File: config.mk
export PLATFORM = sky130hd
export DESIGN_NAME = sar_search
export DESIGN_NICKNAME = d
export VERILOG_FILES = /design/src/rtl/sar_pkg.sv /design/src/rtl/sar_search.sv
export SDC_FILE = /design/constraint.sdc
export NUM_CORES = 1
export LEC_CHECK = 0
export BUFFER_PORTS_ARGS = -buffer_cell sky130_fd_sc_hd__buf_2
export CORE_AREA = 2 2 39 41
export DETAILED_ROUTE_END_ITERATION = 6
export DIE_AREA = 0 0 41 43
export GPL_TIMING_DRIVEN = 1
export PLACE_DENSITY = 0.74
export SYNTH_ARGS = -nofsm -noshare
export SYNTH_HDL_FRONTEND = slang
export SYNTH_SLANG_ARGS = --single-unit
File: constraint.sdc
create_clock -name clk -period 1.3 [get_ports clk]
set_clock_uncertainty 0.1 [all_clocks]
set_input_delay 0.065 -clock clk [delete_from_list [all_inputs] [get_ports clk]]
set_output_delay 0.065 -clock clk [all_outputs]
set_load 0.005 [all_outputs]
File: src/rtl/sar_pkg.sv
// Shared definitions for the successive-approximation searcher: state encoding
// and the default search width.
package sar_pkg;

   localparam logic [1:0] SAR_IDLE   = 2'd0;
   localparam logic [1:0] SAR_SEARCH = 2'd1;
   localparam logic [1:0] SAR_DONE   = 2'd2;

   localparam int SAR_W_DEF = 4;

   typedef enum logic [1:0] {
      ST_IDLE   = SAR_IDLE,
      ST_SEARCH = SAR_SEARCH,
      ST_DONE   = SAR_DONE
   } sar_state_t;

endpackage

File: src/rtl/sar_search.sv
// Successive-approximation searcher driving the B side of an external A>B
// comparator; recovers A MSB-first in W cycles. Build option: SAR_RESTART_EN.
//
// state  | meaning
// IDLE   | waiting for start; guess/result hold last recovered value
// SEARCH | one bit resolved per cycle, idx counts down from W-1
// DONE   | single-cycle done pulse, result valid; always returns to IDLE
module sar_search
   import sar_pkg::*;
#(
   parameter int W = SAR_W_DEF
) (
   input  logic         clk,
   input  logic         reset,
   input  logic         start,
   input  logic         cmp_gt,
   output logic [W-1:0] guess,
   output logic         busy,
   output logic         done,
   output logic [W-1:0] result
);

   localparam int             IW      = (W > 1) ? $clog2(W) : 1;
   localparam logic [IW-1:0]  IDX_TOP = IW'(W - 1);
   localparam logic [W-1:0]   ONE     = W'(1);

   sar_state_t    state;
   logic [W-1:0]  r;
   logic [IW-1:0] idx;
   logic [W-1:0]  bit_sel;

   assign bit_sel = ONE << idx;

   always_ff @(posedge clk or posedge reset) begin
      if (reset) begin
         state <= ST_IDLE;
         r     <= '0;
         idx   <= IDX_TOP;
      end else begin
         case (state)
            ST_IDLE: begin
               if (start) begin
                  state <= ST_SEARCH;
                  r     <= '0;
                  idx   <= IDX_TOP;
               end
            end
            ST_SEARCH: begin
`ifdef SAR_RESTART_EN
               if (start) begin
                  r   <= '0;
                  idx <= IDX_TOP;
               end else
`endif
               begin
                  if (cmp_gt)
                     r <= r | bit_sel;
                  if (idx == '0)
                     state <= ST_DONE;
                  else
                     idx <= idx - IW'(1);
               end
            end
            ST_DONE: state <= ST_IDLE;
            default: state <= ST_IDLE;
         endcase
      end
   end

   // Trial value: resolved upper bits, current bit 0, all lower bits 1.
   assign guess  = (state == ST_SEARCH) ? (r | (bit_sel - ONE)) : r;
   assign busy   = (state == ST_SEARCH);
   assign done   = (state == ST_DONE);
   assign result = r;

endmodule

Word level (Yosys, flattened, before mapping)

Cells that the tools add are included.

Bits in registers: 8
Word-level logic and storage cells: 30

$add $sub $neg: 2
Equal/unequal tests: 6
Shift operators: 1
Mux-type cells: 10
Bitwise gates (word level): 2
Reduce and logical (&&, ||, !) cells: 6

Operators by type and width:

| operator                                                              | count |
|---|---|
| 4-bit two-way mux                                                     | 3 |
| 2-bit two-way mux                                                     | 4 |
| 4-bit OR                                                              | 2 |
| 2-bit one-hot mux with 2 select lines                                 | 2 |
| 4-bit one-hot mux with 2 select lines                                 | 1 |
| 2-bit != test, second input constant                                  | 3 |
| 3-bit AND reduction                                                   | 2 |
| 2-bit logical NOT                                                     | 2 |
| 1-bit by 2-bit << shifter with 4-bit output, first input constant     | 1 |
| 4-bit by 1-bit subtractor with 4-bit output, second input constant    | 1 |
| 2-bit by 1-bit equality test with 1-bit output, second input constant | 1 |
| 2-bit equality test, second input constant                            | 1 |
| 2-bit by 1-bit != test with 1-bit output, second input constant       | 1 |
| 2-bit AND reduction                                                   | 1 |
| 2-bit nonzero test                                                    | 1 |
| 2-bit by 1-bit subtractor with 2-bit output, second input constant    | 1 |

Longest topological paths before layout

Gate-level depths: netlist of run 1.

Word-level depth: 4
Mapped depth: 4
Gate-level depth less buffers: 4

Worst setup path after synthesis of run 1

OpenSTA, ideal clock, no wires.

Kind: flip-flop to flip-flop
Start: register idx[0]
End: register idx[0]
Library setup time: 0.081 ns
Arrival: 1.253 ns
Required time: 1.119 ns
Slack: -0.133 ns
Cell stages (with the launch flop): 5
Buffers on the path: 0
Clock period less this slack: 1.433 ns
Path through: dfstp_2 -> inv_1 -> ha_1 -> or2_1 -> o221a_1

Cells in the longest elaborated chain, start to end: 3

RTL lines:

| item                                                                             | RTL line                           | text |
|---|---|---|
| start: declaration                                                               | sar_search.sv:29                   | `logic [IW-1:0] idx;` |
| start signal: assignment                                                         | sar_search.sv:61                   | `idx <= idx - IW'(1);` |
| 2-bit by 1-bit subtractor with 2-bit output or 2-bit logical NOT (tied branches) | sar_search.sv:61, sar_search.sv:58 |  |
| 2-bit two-way mux or 2-bit != test (tied branches)                               | --                                 |  |
| 2-bit one-hot mux with 2 select lines or 3-bit AND reduction (tied branches)     | --                                 |  |

Parallel ways exist; a longest one is shown, timed or not. The select of a mux whose other input is x is not followed.
A chain may end at the register's enable or synchronous reset.

Final worst setup path of run 1

Start: register idx[1]
End: output guess[1]

Cells in the longest elaborated chain, start to end: 4

RTL lines:

| item                                        | RTL line         | text |
|---|---|---|
| 1-bit by 2-bit << shifter with 4-bit output | sar_search.sv:32 | `assign bit_sel = ONE << idx;` |
| 4-bit by 1-bit subtractor with 4-bit output | sar_search.sv:71 | `assign guess = (state == ST_SEARCH) ? (r \| (bit_sel - ONE)) : r;` |
| 4-bit OR                                    | sar_search.sv:71 |  |
| 4-bit two-way mux                           | sar_search.sv:71 |  |
| end: declaration                            | sar_search.sv:17 | `output logic [W-1:0] guess,` |

No other way between the ends.

==> impl_metrics.toml, run 1 <==
[status]
outcome = "finished with violations"
violations = "negative setup slack"

[drt]
firstDrtPassIters = 4
postRouteAntennaNets = 0
avgViaCountPerCell = 4.735
drc = 0
detail_route.wl_per_cell_um = 12.66
routed_wl_um = 1241
vias = 464
drt_iter0_drc = 9

[critical_path]
crit_slowest_cell = "dfstp_2"
end_kind = "output pin"
rrSetupSlack_ps = -300
slowest_delay_ps = 560
criticalPathCategory = "reg -> out"
path_buf_inv = 2
crit_required_ps = 1130
r2r-end = "idx[0]$_DFFE_PP1P_"
arrival_ps = 1460
crit_chain = "inv_4 > ha_4 > xor2_2 > o21ai_1 > buf_2"
critical_path.max_fanout = 3
rr_startpoint = "idx[1]$_DFFE_PP1P_"
cp.depth = 5
startpoint_type = "flip-flop"
cp_top_family = "flip-flops"
r2r_cells = 6

[power_and_ir_drop]
vdd_ir_drop_max_mv = 1.140
swShare = 0.3967
switchingPower_uw = 835.5
combinationalPowerShare = 0.659
powerDensity_nw_per_um2 = 2501
seqPwrFrac = 0.241
power_frac_clock = 0.100
p_leak_nw = 0.3967
internal_power_mw = 1.271

[synthesis]
yosys_warnings = 0
syn_inst = 53
ys_top_cells_by_area = "dfrtp_1 28%, ha_1 12%, dfstp_2 10%"
ys_ff_latch = 8
syn_area_um2 = 528.0
yosys.area.top_type = "dfrtp_1"
synth-seq-area-share = 0.3839
yosys.area.top_type_share = 0.2844
synth_nets = 62
postSynthAreaPerCell_um2 = 9.962
synth_cell_types = 20

[cells_and_area]
layout_commonest_cell = "buf_2"
layout.nets = 92
layout_common_cells = "13 x buf_2, 7 x nand2_1, 7 x buf_4"
n_antenna_cell = 0
syn2layout_area_growth_pct = 59.48
drive_above_1_share = 0.5854

[worst_hold_path]
hold_path_class = "in -> reg"
worstHoldStart = "start"
holdPathStages = 3
worstHoldEndpoint = "state[0]$_DFFE_PP0P_"

[floorplan]
fp-row-count = 14
dieArea_um2 = 1763
pin_count = 14
initial_utilization = 0.3816
die_y_um = 43
core_um2 = 1384
die_w_um = 41

[timing]
rsz0062_at_grt = "yes"
setup_ws_ps = -323.9
tightest_slew_ps = 301.2
finalHoldViolCount = 0
drv_slew = 0
maxSlewHeadroom = 0.7990
setup-tns-final_ps = -1465
setup_viol_count_final = 7
fmax_ghz = 0.6158
timing.final.crit_share = 1.249
min_period_ps = 1624

[grt]
grt_pass1_wl_um = 1780
grt_max_degree = 9
grt_overflow = 0
grt_usage = 0.1638
grt_pass1_vias = 401
grt_antenna_before_repair = 0

[clock_network]
h-tree-depth = 1
clkTransAtPathRegs_ps = 60
cts_tree = "done"
clk_latency_ps = 260
clock_path_buffers = 2
cts-root-buf = "clkbuf_4"
numClockSinks = 8
cts_buffers = 3

[placement]
dp_hpwl_um = 827.5
globalplace.congestion = 0.6885
place_worst_setup_slack_ps = -77.95
port_buffers = 13

[flow_run]
maxCapViolations = 0
[how the worst max path moves through the flow]
stage	startpoint	to	slack, ps
4_1_cts	idx[1]$_DFFE_PP1P_	guess[1]	-310
3_3_place_gp	idx[0]$_DFFE_PP1P_	guess[1]	-60
5_1_grt	idx[1]$_DFFE_PP1P_	guess[1]	-400
6_report	idx[1]$_DFFE_PP1P_	guess[1]	-320
2_1_floorplan	idx[0]$_DFFE_PP1P_	idx[0]$_DFFE_PP1P_	-70
3_5_place_dp	idx[0]$_DFFE_PP1P_	guess[1]	-80
[cells in the mapped netlist]
master,count
inv_1,8
or2_1,1
ha_1,5
o21ba_1,1
o221a_1,2
nand3b_1,2
nand2_2,3
o221ai_2,3
nand2_1,7
a21o_1,1
buf_4,2
o21ai_0,2
dfrtp_1,6
and2b_1,1
o221ai_1,1
nand2b_1,2
and2_1,2
nor2b_1,1
xor2_1,1
dfstp_2,2
[worst reg2reg max path, stage by stage (launching register included)]
cell and delay, ps:
dfstp_2 560, inv_4 60, buf_4 130, buf_6 110
ha_4 140, or2_1 210, o221a_1 220
[state kept, by name (all words and copies together) (netlist names)]
| name | count |
|---|---|
| idx | 2 |
| result | 4 |
| state | 2 |
[power groups by stage]
stage	clock network [mW]	registers, mW	logic, mW
after floorplan	0	0.495	0.637
after global placement	0	0.484	0.950
after detailed placement	0	0.493	0.972
after CTS	0.220	0.498	1.06
after global routing	0.243	0.525	1.53
final	0.211	0.507	1.39
[final cells by class]
class | count | area [µm²]
clock buffer | 4 | 26.28
fill | 116 | 541.8
inverter | 8 | 35.03
multi-input combinational | 35 | 361.6
sequential | 8 | 203.9
tap | 16 | 20.02
timing repair buffer | 27 | 195.2
[kinds of logic after synthesis]
group / Yosys count / synth area share
compound gates: 10 / 0.1967
xor+xnor: 1 / 0.01659
fa+ha+maj: 5 / 0.1185
buf+inv: 10 / 0.08530
flops: 8 / 0.3839
simple gates: 19 / 0.1991
[repair_timing]
item                                    CTS  global route
endpoints found under the hold margin     8             0
endpoints found under the setup margin    8             9
setup buffers                             1             6
hold buffers                              1             0
gates resized for setup                   7            14
pin swaps                                 1             9
[per-stage QoR]
step | utilization | cell area [µm²] | power [mW] | instances | hold WS, ps
3_5_place_dp | 0.4738 | 655.6 | 1.465 | 86 | -78.33
6_report | 0.6085 | 842.1 | 2.106 | 98 | 116.8
5_1_grt | 0.6085 | 842.1 | 2.300 | 98 | 123.3
3_3_place_gp | 0.4738 | 655.6 | 1.433 | 86 | -70.36
4_1_cts | 0.5280 | 730.7 | 1.779 | 92 | 107.5
2_1_floorplan | - | 540.5 | 1.132 | 53 | -220.8
[layer usage]
metal / vias up / wire [µm] / global-route usage
li1: 233 / - / -
met4: 0 / 19 / 0.1000
met2: 13 / 669 / 0.2531
met1: 216 / 506 / 0.1678
met5: - / 0 / 0
met3: 2 / 45 / 0.07853
No activity file was read; power rests on OpenSTA's default activity.
==> run 2: changes to the inputs <==
--- a/config.mk
+++ b/config.mk
@@ -10,7 +10,7 @@
 export DETAILED_ROUTE_END_ITERATION = 6
 export DIE_AREA = 0 0 41 43
 export GPL_TIMING_DRIVEN = 1
-export PLACE_DENSITY = 0.74
+export PLACE_DENSITY_LB_ADDON = 0.05
 export SYNTH_ARGS = -nofsm -noshare
 export SYNTH_HDL_FRONTEND = slang
 export SYNTH_SLANG_ARGS = --single-unit
==> impl_metrics.toml, run 2 (synthesis results as in run 1) <==
[status]
outcome = "finished with violations"
violations = "negative setup slack"

[drt]
firstDrtPassIters = 4
vias = 450
avgViaCountPerCell = 4.688
drc = 0
detail_route.wl_per_cell_um = 12.78
postRouteAntennaNets = 0
drt_iter0_drc = 6
routed_wl_um = 1227

[grt]
grt_antenna_before_repair = 0
grt_max_degree = 13
grt_pass1_wl_um = 2021
grt_overflow = 0
grt_usage = 0.1685
grt_pass1_vias = 446

[timing]
min_period_ps = 1563
timing.final.crit_share = 1.203
maxSlewHeadroom = 0.7810
rsz0062_at_grt = "yes"
setup_ws_ps = -263.3
drv_slew = 0
tightest_slew_ps = 328.1
setup_viol_count_final = 6
holdWs_ps = 128.0
fmax_ghz = 0.6397
finalHoldViolCount = 0

[placement]
dp_hpwl_um = 892.9
place_area_um2 = 655.6
port_buffers = 13
globalplace.congestion = 0.6510

[cells_and_area]
largest_reg_flops = 4
layout_commonest_cell = "buf_2"
seqCellArea_um2 = 203.9
multiInputGateArea_um2 = 359.1
syn2layout_area_growth_pct = 55.45
fin_area_um2 = 820.8
drive_above_1_share = 0.5875
n_antenna_cell = 0
layout_common_cells = "13 x buf_2, 8 x buf_4, 6 x nand2_1, 6 x inv_1"
layout.nets = 91
fill_cells = 119

[floorplan]
die_w_um = 41
dieArea_um2 = 1763
core_um2 = 1384
pin_count = 14
die_y_um = 43
fp-row-count = 14
initial_utilization = 0.3816

[worst_hold_path]
hold_path_class = "in -> reg"

[critical_path]
crit_slowest_cell = "dfstp_2"
crit_required_ps = 1130
crit_chain = "inv_4 > ha_4 > xor2_1 > o21ai_1 > buf_2"
criticalPathCategory = "reg -> out"
arrival_ps = 1400
path_buf_inv = 2
end_kind = "output pin"
startpoint_type = "flip-flop"
slowest_delay_ps = 560
critical_path.max_fanout = 2
cp_top_family = "flip-flops"

[clock_network]
clkTransAtPathRegs_ps = 60
clk_latency_ps = 250
cts_tree = "done"
cts_buffers = 3
cts-root-buf = "clkbuf_4"
clock_path_buffers = 2
h-tree-depth = 1
numClockSinks = 8

[flow_run]
maxCapViolations = 0

[power_and_ir_drop]
powerDensity_nw_per_um2 = 2460
p_leak_nw = 0.3902
vdd_ir_drop_max_mv = 1.011
run 2: worst reg2reg max path, cell delays in order (launching register included):
cell     delay (ps)
dfstp_2         550
inv_4            50
buf_4           140
ha_4            150
or2_4           220
o221a_1         200
run 2: layout make-up:
cell class	instances	share of cell area
Timing Repair Buffer	26	0.2195
Multi-Input combinational cell	35	0.4375
Tap cell	16	0.02439
Clock buffer	3	0.02744
Sequential cell	8	0.2485
Inverter	8	0.04268
run 2: path summary, 6_finish.rpt:
path	depth (start not counted)	from	slack, ps	end
worst max register to register	5	idx[1]$_DFFE_PP1P_	-180	idx[0]$_DFFE_PP1P_
worst min register to register	2	result[0]$_DFFE_PP0P_	430	result[0]$_DFFE_PP0P_
max in group asynchronous	3	reset	600	idx[0]$_DFFE_PP1P_
worst min-delay path	3	start	130	state[0]$_DFFE_PP0P_
worst max-delay path	5	idx[0]$_DFFE_PP1P_	-260	guess[1]
min in group asynchronous	3	reset	210	result[0]$_DFFE_PP0P_
run 2: timing repair:
action	CTS	global route
endpoints found under the setup margin	5	10
setup buffers	4	2
hold buffers	1	0
gates resized for setup	16	4
endpoints found under the hold margin	8	0
cloned	0	0
pin swaps	5	5
run 2: routing by layer:
layer | global-route usage | routed length, µm
met1 | 0.2386 | 570
met2 | 0.2563 | 607
met3 | 0.03141 | 49
met4 | 0.04000 | 0
met5 | 0 | 0
run 2: metrics by stage:
stage            util  setup WS [ps]  power (mW)  setup TNS (ps)  cells
2_1_floorplan       -         -67.16       1.132          -134.3     53
3_3_place_gp   0.4738         -63.44       1.464          -134.2     86
3_5_place_dp   0.4738         -74.29       1.479          -171.0     86
4_1_cts        0.5732         -274.5       1.935           -1079     94
5_1_grt        0.5931         -339.5       2.207           -1451     96
6_report       0.5931         -263.3       2.019           -1106     96
run 2: report_power, final:
part | internal, mW | total, mW | switching [mW] | leakage [nW]
registers | 0.388 | 0.491 | 0.103 | 0.0857
logic | 0.720 | 1.34 | 0.618 | 0.291
clock network | 0.106 | 0.190 | 0.0847 | 0.0138
==> run 3: changes to the inputs <==
--- a/config.mk
+++ b/config.mk
@@ -5,6 +5,7 @@
 export SDC_FILE = /design/constraint.sdc
 export NUM_CORES = 1
 export LEC_CHECK = 0
+export ABC_AREA = 1
 export BUFFER_PORTS_ARGS = -buffer_cell sky130_fd_sc_hd__buf_2
 export CORE_AREA = 2 2 39 41
 export DETAILED_ROUTE_END_ITERATION = 6
@@ -14,3 +15,4 @@
 export SYNTH_ARGS = -nofsm -noshare
 export SYNTH_HDL_FRONTEND = slang
 export SYNTH_SLANG_ARGS = --single-unit
+export TNS_END_PERCENT = 1
==> impl_metrics.toml, run 3 <==
[critical_path]
crit_required_ps = 1130
arrival_ps = 1460
r2r_cells = 7
crit_start = "idx[1]$_DFFE_PP1P_"
rr_startpoint = "idx[0]$_DFFE_PP1P_"
end_kind = "output pin"
startpoint_type = "flip-flop"
critical_path.max_fanout = 3
criticalPathCategory = "reg -> out"

[power_and_ir_drop]
vdd_ir_drop_max_mv = 1.186
powerDensity_nw_per_um2 = 2521
p_leak_nw = 0.4129

[synthesis]
postSynthAreaPerCell_um2 = 7.754
async_flop_share = 1.000
yosys_most_used_dff = "dfrtp_1"
synth_nets = 80
yosys.area.top_type = "dfrtp_1"
synth.most_common_cell = "nand2_1"
synthXorXnorAreaFrac = 0
synth_mux_area_frac = 0
synth_edf_count = 0
ys_top_cells_by_area = "dfrtp_1 27%, ha_1 11%, nand2_1 11%"
synthAdderAreaFrac = 0.1136
syn_area_um2 = 550.5
synth_cell_types = 17
ys_ff_latch = 8
synth-seq-area-share = 0.3682
synth_simple_gate_area_frac = 0.3909
yosys_warnings = 0
synth_commonest_cells = "16 x nand2_1, 11 x nand3_1, 10 x nor2_1, 9 x inv_1, 6 x dfrtp_1"
syn_inst = 71
synth_compound_area_frac = 0.02500
synth_top_family_by_area = "simple AND/OR/NAND/NOR gates"
yosys.area.top_type_share = 0.2727

[clock_network]
clock_path_buffers = 2
clk_latency_ps = 260
numClockSinks = 8
cts_tree = "done"
h-tree-depth = 1
cts-root-buf = "clkbuf_4"
cts_buffers = 3
clkTransAtPathRegs_ps = 50

[placement]
port_buffers = 13
dp_cells = 103
place_area_um2 = 656.9
dp_hpwl_um = 896.3
globalplace.congestion = 0.6878

[floorplan]
die_w_um = 41
initial_utilization = 0.3978
pin_count = 14
dieArea_um2 = 1763
die_y_um = 43
fp-row-count = 14
core_um2 = 1384

[timing]
holdWs_ps = 67.48
timing.final.crit_share = 1.251
setup_viol_count_final = 5
drv_slew = 0
setup-tns-final_ps = -819.2
finalHoldViolCount = 0
maxSlewHeadroom = 0.7739
setup_ws_ps = -326.9
min_period_ps = 1627
tightest_slew_ps = 338.7
fmax_ghz = 0.6147
rsz0062_at_grt = "yes"

[drt]
firstDrtPassIters = 4
detail_route.wl_per_cell_um = 11.64
routed_wl_um = 1269
drt_iter0_drc = 3
avgViaCountPerCell = 4.844
vias = 528
drc = 0
postRouteAntennaNets = 0

[grt]
grt_max_degree = 10
grt_pass1_wl_um = 2090
grt_usage = 0.1827
grt_antenna_before_repair = 0
grt_overflow = 0
grt_pass1_vias = 459

[worst_hold_path]
worstHoldStart = "start"
holdPathStages = 3
hold_path_class = "in -> reg"

[cells_and_area]
n_antenna_cell = 0
layout_commonest_cell = "nand2_1"
drive_above_1_share = 0.4194
fin_area_um2 = 745.7
utilization = 0.5389
largest_reg_flops = 4
final_cells = 109
layout.nets = 103
syn2layout_area_growth_pct = 35.45
layout_common_cells = "16 x nand2_1, 13 x buf_2, 11 x nand3_1"

[status]
outcome = "finished with violations"
violations = "negative setup slack"

[flow_run]
maxCapViolations = 0
-- run 3: changes by cell type in the layout (fill, tap and decap cells not counted), sizes merged, moves of 4 or more --
cell	before	now
nand2	10	19
nand3	0	12
o221ai	4	0
buf	25	19
nor2	0	11
-- run 3: metal layers --
metal | routed length (µm) | up-vias | global-route usage
li1 | - | 265 | -
met1 | 593 | 238 | 0.2667
met2 | 560 | 20 | 0.2375
met3 | 84 | 5 | 0.04712
met4 | 30 | 0 | 0.1000
met5 | 0 | - | 0
-- run 3: area by class of cell --
cell class              count  area (µm²)
inverters                  10       42.54
flip-flops and latches      8       205.2
fillers                   132       638.1
multi-input cells          51       327.8
clock buffers               4       26.28
well taps                  16       20.02
repair buffers             20       123.9
-- run 3: cells by family (layout without fill, tap and decap cells) --
logic type	Yosys count	count (layout)
simple gates	44	44
buf+inv	12	34
flops	8	8
fa+ha+maj	5	5
compound gates	2	2
-- run 3: power by group --
part           internal [mW]  total, mW  switching (mW)
sequential             0.375      0.477           0.101
clock                  0.118      0.213          0.0953
combinational          0.557       1.19           0.633
-- run 3: final timing paths --
check	endpoint	slack (ps)
worst min register to register	result[3]$_DFFE_PP0P_	460
worst min-delay path	state[0]$_DFFE_PP0P_	70
worst max-delay path	guess[1]	-330
min in group asynchronous	result[2]$_DFFE_PP0P_	200
worst max register to register	result[2]$_DFFE_PP0P_	-30
max in group asynchronous	idx[1]$_DFFE_PP1P_	600
-- run 3: stage by stage --
step                total power [mW]  worst slack, ps
finish                         1.880           -326.9
global route                   2.074           -385.9
CTS                            1.845           -337.6
detailed placement             1.509           -74.83
global placement               1.516           -61.63
floorplan                      1.165            4.710
-- run 3: critical path: stages, from the launching register on --
cell and delay (ps):
dfstp_2 550, inv_4 50, ha_4 160, nand3b_1 190, nand2_1 80, nand2_1 40, inv_1 40, buf_2 100
-- run 3: what timing repair did --
item,in CTS,in global routing
endpoints found under the hold margin,8,0
hold buffers,1,0
pin swaps,2,3
buffers inserted,1,0
gates resized for setup,7,6
endpoints found under the setup margin,6,12
